`config.mk`:
```
export PLATFORM = sky130hd
export DESIGN_NAME = morse_sequencer
export DESIGN_NICKNAME = d
export VERILOG_FILES = /design/src/rtl/morse_pkg.sv /design/src/rtl/morse_tick_gen.sv /design/src/rtl/morse_sequencer.sv
export SDC_FILE = /design/constraint.sdc
export NUM_CORES = 1
export LEC_CHECK = 0
export BUFFER_PORTS_ARGS = -buffer_cell sky130_fd_sc_hd__buf_2
export CAP_MARGIN = 20
export CORE_MARGIN = 5
export CORE_UTILIZATION = 35
export CTS_CLUSTER_SIZE = 30
export DETAILED_ROUTE_END_ITERATION = 8
export PLACE_DENSITY_LB_ADDON = 0.3
export SKIP_CTS_REPAIR_TIMING = 1
export SLEW_MARGIN = 5
export SYNTH_ARGS = -nofsm -noshare
export SYNTH_HDL_FRONTEND = slang
export SYNTH_HIERARCHICAL = 1
export SYNTH_SLANG_ARGS = --single-unit
```
`constraint.sdc`:
```
create_clock -name Clock -period 3.6 [get_ports Clock]
set_clock_uncertainty 0.2 [all_clocks]
set_input_delay 1.08 -clock Clock [delete_from_list [all_inputs] [get_ports Clock]]
set_output_delay 1.08 -clock Clock [all_outputs]
set_load 0.01 [all_outputs]
```
`src/rtl/morse_pkg.sv`:
```
// Shared definitions for the Morse letter sequencer.
// Holds the controller state encoding, the on/off pattern ROM for letters A-H
// and lookup functions returning each letter's pattern and length in units.
// Patterns are sent LSB first: 1 = lamp on, dot = 1 unit, dash = 3 units,
// with a 1-unit off gap between symbols inside a letter.
package morse_pkg;

  typedef enum logic [2:0] {
    IDLE = 3'd0,
    LOAD = 3'd1,
    SEND = 3'd2,
    GAP  = 3'd3,
    DONE = 3'd4
  } state_t;

  localparam logic [15:0] PAT_A = 16'h001D;
  localparam logic [15:0] PAT_B = 16'h0157;
  localparam logic [15:0] PAT_C = 16'h05D7;
  localparam logic [15:0] PAT_D = 16'h0057;
  localparam logic [15:0] PAT_E = 16'h0001;
  localparam logic [15:0] PAT_F = 16'h0175;
  localparam logic [15:0] PAT_G = 16'h0177;
  localparam logic [15:0] PAT_H = 16'h0055;

  localparam logic [3:0] LEN_A = 4'd5;
  localparam logic [3:0] LEN_B = 4'd9;
  localparam logic [3:0] LEN_C = 4'd11;
  localparam logic [3:0] LEN_D = 4'd7;
  localparam logic [3:0] LEN_E = 4'd1;
  localparam logic [3:0] LEN_F = 4'd9;
  localparam logic [3:0] LEN_G = 4'd9;
  localparam logic [3:0] LEN_H = 4'd7;

  // Unit pattern of the selected letter (0=A ... 7=H).
  function automatic logic [15:0] morse_pattern(input logic [2:0] sel);
    logic [15:0] pat_s;
    case (sel)
      3'd0:    pat_s = PAT_A;
      3'd1:    pat_s = PAT_B;
      3'd2:    pat_s = PAT_C;
      3'd3:    pat_s = PAT_D;
      3'd4:    pat_s = PAT_E;
      3'd5:    pat_s = PAT_F;
      3'd6:    pat_s = PAT_G;
      3'd7:    pat_s = PAT_H;
      default: pat_s = 16'h0000;
    endcase
    return pat_s;
  endfunction

  // Number of pattern units of the selected letter.
  function automatic logic [3:0] morse_len(input logic [2:0] sel);
    logic [3:0] len_s;
    case (sel)
      3'd0:    len_s = LEN_A;
      3'd1:    len_s = LEN_B;
      3'd2:    len_s = LEN_C;
      3'd3:    len_s = LEN_D;
      3'd4:    len_s = LEN_E;
      3'd5:    len_s = LEN_F;
      3'd6:    len_s = LEN_G;
      3'd7:    len_s = LEN_H;
      default: len_s = 4'd1;
    endcase
    return len_s;
  endfunction

endpackage

```
`src/rtl/morse_tick_gen.sv`:
```
// Unit prescaler for the Morse sequencer.
// Counts clock cycles while enabled and strobes tick for one cycle every
// TICK_DIV cycles. The strobe is decoded from the count register only.
// Ports:
//   Clock  - system clock, rising edge
//   reset  - asynchronous, active-high
//   clr    - synchronous clear of the count (dominates en)
//   en     - count enable
//   tick   - one-cycle strobe when the count equals TICK_DIV-1
module morse_tick_gen #(
  parameter int TICK_DIV = 25000000
) (
  input  logic Clock,
  input  logic reset,
  input  logic clr,
  input  logic en,
  output logic tick
);

  localparam int CNT_W = (TICK_DIV > 1) ? $clog2(TICK_DIV) : 1;
  localparam logic [CNT_W-1:0] CNT_MAX = CNT_W'(TICK_DIV - 1);
  localparam logic [CNT_W-1:0] CNT_ONE = CNT_W'(1);
  localparam logic [CNT_W-1:0] CNT_ZERO = {CNT_W{1'b0}};

  logic [CNT_W-1:0] cnt_r;
  logic [CNT_W-1:0] cnt_s;

  // Next count: clear, wrap at the end of a unit, or advance.
  always_comb begin
    cnt_s = cnt_r;
    if (clr) begin
      cnt_s = CNT_ZERO;
    end else if (en) begin
      if (cnt_r == CNT_MAX) begin
        cnt_s = CNT_ZERO;
      end else begin
        cnt_s = cnt_r + CNT_ONE;
      end
    end else begin
      cnt_s = cnt_r;
    end
  end

  // Count register.
  always_ff @(posedge Clock or posedge reset) begin
    if (reset) begin
      cnt_r <= CNT_ZERO;
    end else begin
      cnt_r <= cnt_s;
    end
  end

  assign tick = (cnt_r == CNT_MAX);

endmodule

```
`src/rtl/morse_sequencer.sv`:
```
// Morse letter sequencer: sends one letter (A-H) onto a single LED.
// A start request in IDLE latches sel; the letter pattern is loaded, shifted
// out one unit per prescaled tick, followed by GAP_UNITS off units, then a
// one-cycle done pulse. With repeat_mode high at the end of the gap, sel is
// re-sampled and the letter is sent again instead of finishing. abort returns
// to IDLE from any state without a done pulse.
// Ports:
//   Clock       - system clock, rising edge
//   reset       - asynchronous, active-high
//   start       - request, sampled only in IDLE
//   sel[2:0]    - letter select 0=A .. 7=H
//   repeat_mode - re-send instead of finishing when high at end of gap
//   abort       - terminates any transmission
//   led         - Morse output, 1 = lamp on
//   busy        - high in every state except IDLE
//   done        - one-cycle pulse on normal completion
//   tick        - one-cycle unit strobe
//   cur_sel     - latched letter being sent
// All of led/busy/done/tick/cur_sel are decoded from registers only.
module morse_sequencer
  import morse_pkg::*;
#(
  parameter int TICK_DIV  = 25000000,
  parameter int GAP_UNITS = 3
) (
  input  logic       Clock,
  input  logic       reset,
  input  logic       start,
  input  logic [2:0] sel,
  input  logic       repeat_mode,
  input  logic       abort,
  output logic       led,
  output logic       busy,
  output logic       done,
  output logic       tick,
  output logic [2:0] cur_sel
);

  localparam int GAP_W = $clog2(GAP_UNITS + 1);
  localparam logic [GAP_W-1:0] GAP_INIT = GAP_W'(GAP_UNITS);
  localparam logic [GAP_W-1:0] GAP_ONE  = GAP_W'(1);

  state_t           state_r;
  state_t           state_s;
  state_t           state_fsm_s;
  logic [15:0]      shreg_r;
  logic [15:0]      shreg_s;
  logic [3:0]       bitcnt_r;
  logic [3:0]       bitcnt_s;
  logic [GAP_W-1:0] gapcnt_r;
  logic [GAP_W-1:0] gapcnt_s;
  logic [2:0]       cur_sel_r;
  logic [2:0]       cur_sel_s;
  logic             timing_s;
  logic             pre_clr_s;

  // The prescaler only runs while units are being timed; an abort also
  // clears it so the next transmission starts on a full unit.
  assign timing_s  = (state_r == SEND) || (state_r == GAP);
  assign pre_clr_s = !timing_s || abort;

  morse_tick_gen #(
    .TICK_DIV(TICK_DIV)
  ) u_tick_gen (
    .Clock(Clock),
    .reset(reset),
    .clr  (pre_clr_s),
    .en   (timing_s),
    .tick (tick)
  );

  // Next-state and datapath update for the sequencing FSM.
  always_comb begin
    state_fsm_s = state_r;
    shreg_s     = shreg_r;
    bitcnt_s    = bitcnt_r;
    gapcnt_s    = gapcnt_r;
    cur_sel_s   = cur_sel_r;
    case (state_r)
      IDLE: begin
        if (start && !abort) begin
          cur_sel_s   = sel;
          state_fsm_s = LOAD;
        end else begin
          state_fsm_s = IDLE;
        end
      end
      LOAD: begin
        shreg_s     = morse_pattern(cur_sel_r);
        bitcnt_s    = morse_len(cur_sel_r);
        state_fsm_s = SEND;
      end
      SEND: begin
        if (tick) begin
          shreg_s  = {1'b0, shreg_r[15:1]};
          bitcnt_s = bitcnt_r - 4'd1;
          // bitcnt still holds the unit just finished, so 1 means last bit.
          if (bitcnt_r == 4'd1) begin
            gapcnt_s    = GAP_INIT;
            state_fsm_s = GAP;
          end else begin
            state_fsm_s = SEND;
          end
        end else begin
          state_fsm_s = SEND;
        end
      end
      GAP: begin
        if (tick) begin
          gapcnt_s = gapcnt_r - GAP_ONE;
          if (gapcnt_r == GAP_ONE) begin
            if (repeat_mode) begin
              cur_sel_s   = sel;
              state_fsm_s = LOAD;
            end else begin
              state_fsm_s = DONE;
            end
          end else begin
            state_fsm_s = GAP;
          end
        end else begin
          state_fsm_s = GAP;
        end
      end
      DONE: begin
        state_fsm_s = IDLE;
      end
      default: begin
        state_fsm_s = IDLE;
      end
    endcase

    // abort overrides every transition out of a non-IDLE state.
    if (abort && (state_r != IDLE)) begin
      state_s = IDLE;
    end else begin
      state_s = state_fsm_s;
    end
  end

  // State, shift register, counters and latched letter.
  always_ff @(posedge Clock or posedge reset) begin
    if (reset) begin
      state_r   <= IDLE;
      shreg_r   <= 16'h0000;
      bitcnt_r  <= 4'd0;
      gapcnt_r  <= {GAP_W{1'b0}};
      cur_sel_r <= 3'd0;
    end else begin
      state_r   <= state_s;
      shreg_r   <= shreg_s;
      bitcnt_r  <= bitcnt_s;
      gapcnt_r  <= gapcnt_s;
      cur_sel_r <= cur_sel_s;
    end
  end

  assign led     = (state_r == SEND) && shreg_r[0];
  assign busy    = (state_r != IDLE);
  assign done    = (state_r == DONE);
  assign cur_sel = cur_sel_r;

endmodule
```
==> results of run 1 <==
[state kept, by name, summed over array words and instances, names as in the netlist]
signal / count
bitcnt_r: 4
cur_sel: 3
gapcnt_r: 2
shreg_r: 11
state_r: 3
u_tick_gen/cnt_r: 25
[where the power goes]
part           leakage [nW]  internal [W]  switching [W]
combinational         0.531      0.000133       0.000170
clock                0.0552      0.000207       0.000186
sequential            0.639      0.000620      0.0000669
[synth_stat cells, types with 3 or more instances]
cell type | n | share of area
or4_1 | 6 | 0.017
mux2_2 | 3 | 0.012
nand2_1 | 24 | 0.033
inv_1 | 16 | 0.022
o21ai_0 | 18 | 0.033
clkbuf_1 | 3 | 0.0041
o31ai_1 | 7 | 0.019
and3_1 | 8 | 0.018
or3_1 | 4 | 0.0092
nand3_1 | 10 | 0.018
a32oi_1 | 3 | 0.0096
ha_1 | 7 | 0.032
nand4_1 | 4 | 0.0092
dfrtp_1 | 48 | 0.44
nor4_1 | 6 | 0.014
a21oi_1 | 17 | 0.031
nor3_1 | 4 | 0.0073
nor3b_1 | 4 | 0.011
a21o_1 | 4 | 0.011
buf_2 | 6 | 0.011
xnor2_1 | 9 | 0.029
nor2_1 | 31 | 0.043
[critical path: stages, from the launching register on]
cell,delay [ps]
dfrtp_1,450
nor4b_1,400
and3_1,250
and3_1,380
buf_2,200
[worst max path at each step]
| stage | start | end | slack, ps | cells past startpoint |
|---|---|---|---|---|
| floorplan | abort | u_tick_gen/cnt_r[22]$_DFFE_PP0P_ | 650 | 6 |
| global placement | abort | u_tick_gen/cnt_r[22]$_DFFE_PP0P_ | 420 | 6 |
| detailed placement | abort | u_tick_gen/cnt_r[22]$_DFFE_PP0P_ | 360 | 6 |
| CTS | u_tick_gen/cnt_r[9]$_DFFE_PP0P_ | tick | 350 | 4 |
| global route | u_tick_gen/cnt_r[9]$_DFFE_PP0P_ | tick | 200 | 4 |
| finish | u_tick_gen/cnt_r[9]$_DFFE_PP0P_ | tick | 330 | 4 |
[per-stage QoR]
step	instance area, um2	utilization	total power (W)	setup slack, ps	std cells
floorplan	2729	-	0.0009222	648.5	291
global placement	2877	0.3761	0.0009976	415.5	397
detailed placement	2877	0.3761	0.001007	357.4	397
CTS	2984	0.3902	0.001406	346.6	405
global route	2999	0.3922	0.001488	196.3	406
finish	2999	0.3922	0.001384	331.5	406
[cell type report]
class	count	area (um2)	area share
clock inverters	2	35.03	0.01168
clock buffers	6	72.57	0.02420
multi-input cells	215	1403	0.4677
inverters	16	60.06	0.02003
well taps	102	127.6	0.04255
repair buffers	17	100.1	0.03338
flip-flops and latches	48	1201	0.4005
[routing by layer]
| metal | vias to the layer above | global-route usage | part of all wire |
|---|---|---|---|
| met4 | 0 | 0.03466 | 0.0063 |
| met1 | 1047 | 0.1685 | 0.47 |
| met5 | - | 0 | 0 |
| met2 | 25 | 0.2080 | 0.49 |
| met3 | 5 | 0.02500 | 0.033 |
| li1 | 1080 | - | - |
[layout by cell type, fill, tap and decap left out, types with 7 or more instances in the layout]
cell / instances
nor2_1: 31
buf_2: 14
inv_1: 16
xnor2_1: 9
nand2_1: 24
and3_1: 8
a21oi_1: 17
nand3_1: 10
dfrtp_1: 48
o21ai_0: 18
o31ai_1: 7
ha_1: 7
[cell families after synthesis]
| logic type | after synthesis | synth area share |
|---|---|---|
| DFF | 48 | 0.4402 |
| and+or+nand+nor | 122 | 0.2494 |
| AOI/OAI and AO/OA | 70 | 0.1774 |
| buffers and inverters | 28 | 0.04585 |
| muxes | 5 | 0.01972 |
| adders and majority gates | 7 | 0.03209 |
| xor gates and xnor gates | 11 | 0.03531 |
==> impl_metrics.json, run 1 <==
{
  "cap_violations": 0,
  "path_max_fanout": 8,
  "wl_um": 5756,
  "seq_area_frac_synth": 0.4402,
  "yosysUniqueCellTypes": 62,
  "cts_tree": "yes",
  "ant_nets": 0,
  "root_buffer": "clkbuf_8",
  "dieHeight_um": 98.30,
  "clk_latency_ps": 300,
  "hp-class": "reg -> reg",
  "ys.flop_type": "dfrtp_1",
  "die_area_um2": 9663,
  "syn-cell-area_um2": 2729,
  "port_buffers": 14,
  "grt_max_degree": 27,
  "worstSetupEndpointType": "output port",
  "nFillCells": 778,
  "syn_avg_cell_area_um2": 9.378,
  "drv_slew": 0,
  "groute.usage.overall": 0.1261,
  "drc": 0,
  "clk_pin_slew_ps": 100,
  "ir_worst_vdd_uv": 128.1,
  "ioPinCount": 15,
  "grt_pass1_vias": 2131,
  "timing_hold_violations_final": 0,
  "rows": 32,
  "post_drt_wl_per_cell_um": 14.18,
  "area_delta_synth_final_pct": 9.904,
  "timing.hold.ws_ps": 288.6,
  "setup_tns_ps": 0,
  "post-route-period-util": 0.9079,
  "ys_ff_latch": 48,
  "whs_path_depth": 2,
  "gp_congestion": 0.7816,
  "p_leak_nw": 1.226,
  "final_nets": 318,
  "syn_inst": 291,
  "cp.arrival_ps": 1990,
  "clockBufferDepth": 2,
  "cts_sinks": 48,
  "r2r_start": "state_r[2]$_DFF_PP0_",
  "cts_buffers": 5,
  "finalCriticalPeriod_ps": 3269,
  "synth-edff-count": 0,
  "synth-async-reset-ratio": 1.000,
  "dieWidth_um": 98.30,
  "start_kind": "flop",
  "min_to": "shreg_r[2]$_DFFE_PP0P_",
  "worst_r2r_path_depth": 6,
  "r2r-end": "u_tick_gen/cnt_r[22]$_DFFE_PP0P_",
  "pwr_density_cell_nw_per_um2": 461.3,
  "criticalPathCategory": "reg -> out",
  "grt_first_pass_wirelength_um": 10210,
  "r2r_setup_slack_ps": 600,
  "drt-initial-drc-count": 93,
  "hpwl_um": 4124,
  "fmax_mhz": 305.9,
  "worst_slew_pin_slew_ps": 879.6,
  "design.core.area_um2": 7647,
  "synth_nets": 306,
  "overflow": 0,
  "rsz0062_at_grt": "false",
  "yosysWarnings": 6,
  "start_util": 0.3568,
  "diodes": 0,
  "crit_required_ps": 2320,
  "setup_viol": 0,
  "viasPerCell": 5.313,
  "status": "finished, final reports clean",
  "drive_gt1_frac": 0.1447,
  "relSlewSlack": 0.4082,
  "drt_pass1_iterations": 5,
  "antenna_found_initial": 0,
  "min_from": "shreg_r[2]$_DFFE_PP0P_",
  "dr_total_vias": 2157,
  "htree_num_levels": 2
}
Note: power is estimated with default switching activity, not from simulation.
==> run 2: changes to the inputs <==
--- a/config.mk
+++ b/config.mk
@@ -12,6 +12,7 @@
 export CTS_CLUSTER_SIZE = 30
 export DETAILED_ROUTE_END_ITERATION = 8
 export PLACE_DENSITY_LB_ADDON = 0.3
+export RECOVER_POWER = 100
 export SKIP_CTS_REPAIR_TIMING = 1
 export SLEW_MARGIN = 5
 export SYNTH_ARGS = -nofsm -noshare
==> impl_metrics.json, run 2 (synthesis results as in run 1) <==
{
  "crit_family": "simple AND/OR/NAND/NOR gates",
  "wl_um": 5752,
  "cp.arrival_ps": 1940,
  "fmax_mhz": 310.7,
  "diodes": 0,
  "largest_reg_flops": 25,
  "crit_path_start": "u_tick_gen/cnt_r[9]$_DFFE_PP0P_",
  "area_delta_synth_final_pct": 7.795,
  "grt_first_pass_wirelength_um": 10210,
  "r2r_setup_slack_ps": 540,
  "clockBufferDepth": 2,
  "clk_latency_ps": 300,
  "criticalPathCategory": "reg -> out",
  "final_nets": 318,
  "rows": 32,
  "drt-initial-drc-count": 86,
  "drt_pass1_iterations": 4,
  "htree_num_levels": 2,
  "die_area_um2": 9663,
  "ant_nets": 0,
  "dieHeight_um": 98.30,
  "final_cell_mix": "dfrtp_1 (48), nor2_1 (32), nand2_1 (24)",
  "pwr_density_cell_nw_per_um2": 464.8,
  "nFillCells": 791,
  "drv_slew": 0,
  "cts_sinks": 48,
  "cp_cell_sequence": "nor4b_1 -> and3_1 -> and3_1 -> clkbuf_1",
  "finalCriticalPeriod_ps": 3219,
  "ioPinCount": 15,
  "critical_path.slowest_cell": "dfrtp_1",
  "gp_congestion": 0.7816,
  "largest_register": "u_tick_gen/cnt_r",
  "crit_top_cell": "and3_1",
  "drc": 0,
  "hp-class": "reg -> reg",
  "setup_tns_ps": 0,
  "timing_hold_violations_final": 0,
  "final_common_cell": "dfrtp_1",
  "p_leak_nw": 1.189,
  "drive_gt1_frac": 0.1020,
  "dieWidth_um": 98.30,
  "grt_max_degree": 27,
  "clk_pin_slew_ps": 90,
  "path_max_fanout": 8,
  "crit_required_ps": 2320,
  "critPathMaxStageDelay_ps": 450,
  "root_buffer": "clkbuf_8",
  "reg.largest.list": "u_tick_gen/cnt_r: 25 flops, shreg_r: 11 flops, bitcnt_r: 4 flops",
  "cts_buffers": 5,
  "port_buffers": 14,
  "dr_total_vias": 2136,
  "post-route-period-util": 0.8940,
  "overflow": 0,
  "antenna_found_initial": 0,
  "viasPerCell": 5.261,
  "groute.usage.overall": 0.1261,
  "cap_violations": 0,
  "timing.hold.ws_ps": 288.3,
  "multi_input_area_um2": 1365,
  "start_util": 0.3568,
  "start_kind": "flop",
  "status": "finished, final reports clean",
  "path_buf_inv": 1,
  "post_drt_wl_per_cell_um": 14.17,
  "design.core.area_um2": 7647,
  "regArea_um2": 1201,
  "relSlewSlack": 0.3018,
  "min_from": "shreg_r[5]$_DFFE_PP0P_",
  "ir_worst_vdd_uv": 130.4,
  "r2r_start": "state_r[2]$_DFF_PP0_",
  "worstSetupEndpointType": "output port",
  "rsz0062_at_grt": "false",
  "cts_tree": "yes",
  "grt_pass1_vias": 2131,
  "hpwl_um": 4124,
  "worst_slew_pin_slew_ps": 1044,
  "setup_viol": 0
}
-- run 2: cell count changes in the layout (fill, tap and decap cells not counted), sizes merged --
| cell | delta |
|---|---|
| buf | -8 |
| clkbuf | +8 |
-- run 2: path summary, 6_finish.rpt --
path,endpoint,depth (start not counted)
max,tick,4
min,shreg_r[5]$_DFFE_PP0P_,2
max reg2reg,u_tick_gen/cnt_r[22]$_DFFE_PP0P_,6
min reg2reg,shreg_r[5]$_DFFE_PP0P_,2
max in group asynchronous,u_tick_gen/cnt_r[7]$_DFFE_PP0P_,3
min in group asynchronous,u_tick_gen/cnt_r[12]$_DFFE_PP0P_,2
-- run 2: report_power, final --
part | switching [W] | leakage, nW | internal [W]
combinational | 0.000166 | 0.495 | 0.000125
sequential | 0.0000662 | 0.639 | 0.000620
clock | 0.000183 | 0.0552 | 0.000206
total | 0.000415 | 1.19 | 0.000952
-- run 2: final cells by class --
class	instances	share of cell area
flip-flops and latches	48	0.4083
multi-input cells	215	0.4641
inverters	16	0.02042
repair buffers	17	0.02722
clock buffers	6	0.02467
well taps	102	0.04339
clock inverters	2	0.01191
-- run 2: per-layer routing --
layer / wire length (um) / share of wire / global-route usage
met1: 2732 / 0.47 / 0.1685
met3: 179 / 0.031 / 0.02500
met4: 64 / 0.011 / 0.03466
met2: 2775 / 0.48 / 0.2080
met5: 0 / 0 / 0
-- run 2: worst reg2reg max path, delay by kind of cell (launching register included) --
family | cells | cell delay [ps]
AND/OR/NAND/NOR | 4 | 1650
AO/OA/AOI/OAI | 2 | 590
flip-flops | 1 | 520
-- run 2: per-stage QoR --
stage / util / setup WS (ps) / instance area [um2] / instances / total power, W
after floorplan: - / 648.5 / 2729 / 291 / 0.0009222
after global placement: 0.3761 / 415.5 / 2877 / 397 / 0.0009976
after detailed placement: 0.3761 / 357.4 / 2877 / 397 / 0.001007
after CTS: 0.3902 / 346.6 / 2984 / 405 / 0.001406
after global routing: 0.3847 / 232.2 / 2942 / 406 / 0.001475
final: 0.3847 / 381.5 / 2942 / 406 / 0.001367
==> run 3: changes to the inputs <==
--- a/config.mk
+++ b/config.mk
@@ -5,6 +5,7 @@
 export SDC_FILE = /design/constraint.sdc
 export NUM_CORES = 1
 export LEC_CHECK = 0
+export ABC_AREA = 1
 export BUFFER_PORTS_ARGS = -buffer_cell sky130_fd_sc_hd__buf_2
 export CAP_MARGIN = 20
 export CORE_MARGIN = 5
==> constraint.sdc (replaced) <==
create_clock -name Clock -period 3.7 [get_ports Clock]
set_clock_uncertainty 0.2 [all_clocks]
set_input_delay 1.11 -clock Clock [delete_from_list [all_inputs] [get_ports Clock]]
set_output_delay 1.11 -clock Clock [all_outputs]
set_load 0.01 [all_outputs]
==> impl_metrics.json, run 3 <==
{
  "hp-class": "reg -> reg",
  "post_drt_wl_per_cell_um": 11.71,
  "r2r-end": "shreg_r[10]$_DFFE_PP0P_",
  "start_util": 0.3595,
  "wl_um": 6322,
  "gp_congestion": 0.9124,
  "ioPinCount": 15,
  "yosysWarnings": 6,
  "whs_path_depth": 2,
  "reg.largest.list": "u_tick_gen/cnt_r: 25 flops, shreg_r: 11 flops, bitcnt_r: 4 flops",
  "clk_latency_ps": 310,
  "p_int_w": 0.0009283,
  "syn-cell-area_um2": 2969,
  "syn_inst": 418,
  "total_power_w": 0.001547,
  "diodes": 0,
  "cap_violations": 0,
  "hpwl_um": 4738,
  "post-route-period-util": 0.8257,
  "power_frac_comb": 0.332,
  "synth.most_common_cell": "nand2_1",
  "synth-async-reset-ratio": 1.000,
  "path_max_fanout": 16,
  "drt_pass1_iterations": 4,
  "grt_first_pass_wirelength_um": 11250,
  "final_nets": 449,
  "status": "finished, final reports clean",
  "p_leak_nw": 1.498,
  "final_cell_mix": "nand2_1 (145), nor2_1 (63), inv_1 (50)",
  "htree_num_levels": 2,
  "crit_path_start": "u_tick_gen/cnt_r[0]$_DFFE_PP0P_",
  "dieWidth_um": 102.1,
  "drc": 0,
  "switching_share": 0.4001,
  "cp.arrival_ps": 3070,
  "finalCriticalPeriod_ps": 3055,
  "fmax_mhz": 327.3,
  "synth.area.mux_share": 0,
  "cts_sinks": 48,
  "synthTopCellsByArea": "dfrtp_1 (40%), nand2_1 (18%), nor2_1 (6.8%)",
  "placed_cells": 531,
  "drive_gt1_frac": 0.07586,
  "pwr_density_cell_nw_per_um2": 492.6,
  "worst_slew_pin_slew_ps": 1210,
  "ant_nets": 0,
  "seq_area_frac_synth": 0.4046,
  "dieHeight_um": 102.1,
  "worstSetupEndpointType": "flop",
  "setup_viol": 0,
  "rows": 33,
  "syn_avg_cell_area_um2": 7.103,
  "r2r_start": "u_tick_gen/cnt_r[0]$_DFFE_PP0P_",
  "ys_ff_latch": 48,
  "timing_hold_violations_final": 0,
  "rsz0062_at_grt": "false",
  "clk_pin_slew_ps": 100,
  "die_area_um2": 10430,
  "criticalPathCategory": "reg -> reg",
  "ir_worst_vdd_uv": 347.9,
  "finalNonFillerCells": 540,
  "cts_tree": "yes",
  "synth_nets": 433,
  "worst_r2r_path_depth": 9,
  "viasPerCell": 4.776,
  "clockBufferDepth": 2,
  "yosys.area.top_type_share": 0.4046,
  "largest_reg_flops": 25,
  "yosysUniqueCellTypes": 30,
  "setup_tns_ps": 0,
  "drt-initial-drc-count": 89,
  "synth-compound-area-share": 0.05984,
  "final_common_cell": "nand2_1",
  "grt_pass1_vias": 2458,
  "dr_total_vias": 2579,
  "p_switching_w": 0.0006191,
  "design.core.area_um2": 8258,
  "area_delta_synth_final_pct": 5.815,
  "synth-edff-count": 0,
  "synth-simple-area-share": 0.3831,
  "yosys.area_share.xor_xnor": 0.02950,
  "synth_fa_ha_area_frac": 0.02950,
  "crit_required_ps": 3710,
  "relSlewSlack": 0.1930,
  "groute.usage.overall": 0.1332,
  "cp-endpoint": "shreg_r[10]$_DFFE_PP0P_",
  "overflow": 0,
  "grt_max_degree": 26,
  "pwr-share-seq": 0.448,
  "synth_area_leader_cell": "dfrtp_1",
  "r2r_setup_slack_ps": 640,
  "synthTopCellsByCount": "nand2_1 (141), nor2_1 (54), inv_1 (50)",
  "start_kind": "flop",
  "cts_buffers": 5,
  "root_buffer": "clkbuf_8",
  "largest_register": "u_tick_gen/cnt_r",
  "antenna_found_initial": 0,
  "ys.flop_type": "dfrtp_1",
  "port_buffers": 14,
  "pwr-share-clk": 0.219,
  "drv_slew": 0,
  "synth_top_family_by_area": "simple AND/OR/NAND/NOR gates"
}
[run 3: routing by layer]
| metal | track usage | vias to the layer above | wire length, um |
|---|---|---|---|
| met4 | 0.03532 | 0 | 63 |
| li1 | - | 1321 | - |
| met3 | 0.02457 | 4 | 324 |
| met5 | 0 | - | 0 |
| met1 | 0.1801 | 1195 | 3096 |
| met2 | 0.2199 | 59 | 2838 |
[run 3: cell families (layout without fill, tap and decap cells)]
kind of cell             count (synthesis)  in the layout
XOR/XNOR                                10             10
adder cells (fa/ha/maj)                  7              7
AO/OA/AOI/OAI                           31             31
buffers and inverters                   60             77
AND/OR/NAND/NOR                        262            262
flip-flops                              48             48
[run 3: power by group through the flow]
stage | clock [W] | sequential (W) | combinational, W
5_1_grt | 0.000374 | 0.000710 | 0.000612
4_1_cts | 0.000353 | 0.000694 | 0.000555
6_report | 0.000339 | 0.000694 | 0.000514
3_3_place_gp | 0 | 0.000700 | 0.000549
2_1_floorplan | 0 | 0.000691 | 0.000475
3_5_place_dp | 0 | 0.000703 | 0.000554
[run 3: final cells by class]
type	instances	area, um2
Sequential cell	48	1201
Inverter	53	205.2
Clock buffer	6	82.58
Clock inverter	2	15.01
Tap cell	105	131.4
Fill cell	915	5116
Multi-Input combinational cell	310	1438
Timing Repair Buffer	16	68.82
[run 3: how the worst min path moves through the flow]
stage | start | to | slack [ps]
after floorplan | shreg_r[1]$_DFFE_PP0P_ | shreg_r[1]$_DFFE_PP0P_ | 240
after global placement | shreg_r[1]$_DFFE_PP0P_ | shreg_r[1]$_DFFE_PP0P_ | 250
after detailed placement | shreg_r[1]$_DFFE_PP0P_ | shreg_r[1]$_DFFE_PP0P_ | 260
after CTS | shreg_r[1]$_DFFE_PP0P_ | shreg_r[1]$_DFFE_PP0P_ | 280
after global routing | shreg_r[1]$_DFFE_PP0P_ | shreg_r[1]$_DFFE_PP0P_ | 320
final | shreg_r[2]$_DFFE_PP0P_ | shreg_r[2]$_DFFE_PP0P_ | 290
[run 3: stage by stage]
stage	utilization	setup WS, ps	cell area [um2]	hold WS (ps)
after floorplan	-	1331	2969	236.7
after global placement	0.3762	1030	3107	253.1
after detailed placement	0.3762	982.4	3107	258.2
after CTS	0.3880	677.2	3204	282.7
after global routing	0.3805	269.4	3142	319.7
final	0.3805	644.9	3142	285.7
[run 3: worst max-delay path, stage by stage (launching register included)]
cell        delay, ps
dfrtp_1           390
ha_1              200
nand3_1           200
nor2_1            230
nand2_2           100
inv_1             150
nand2_1           140
nand2_1           440
clkinvlp_2        620
o21ai_1           290
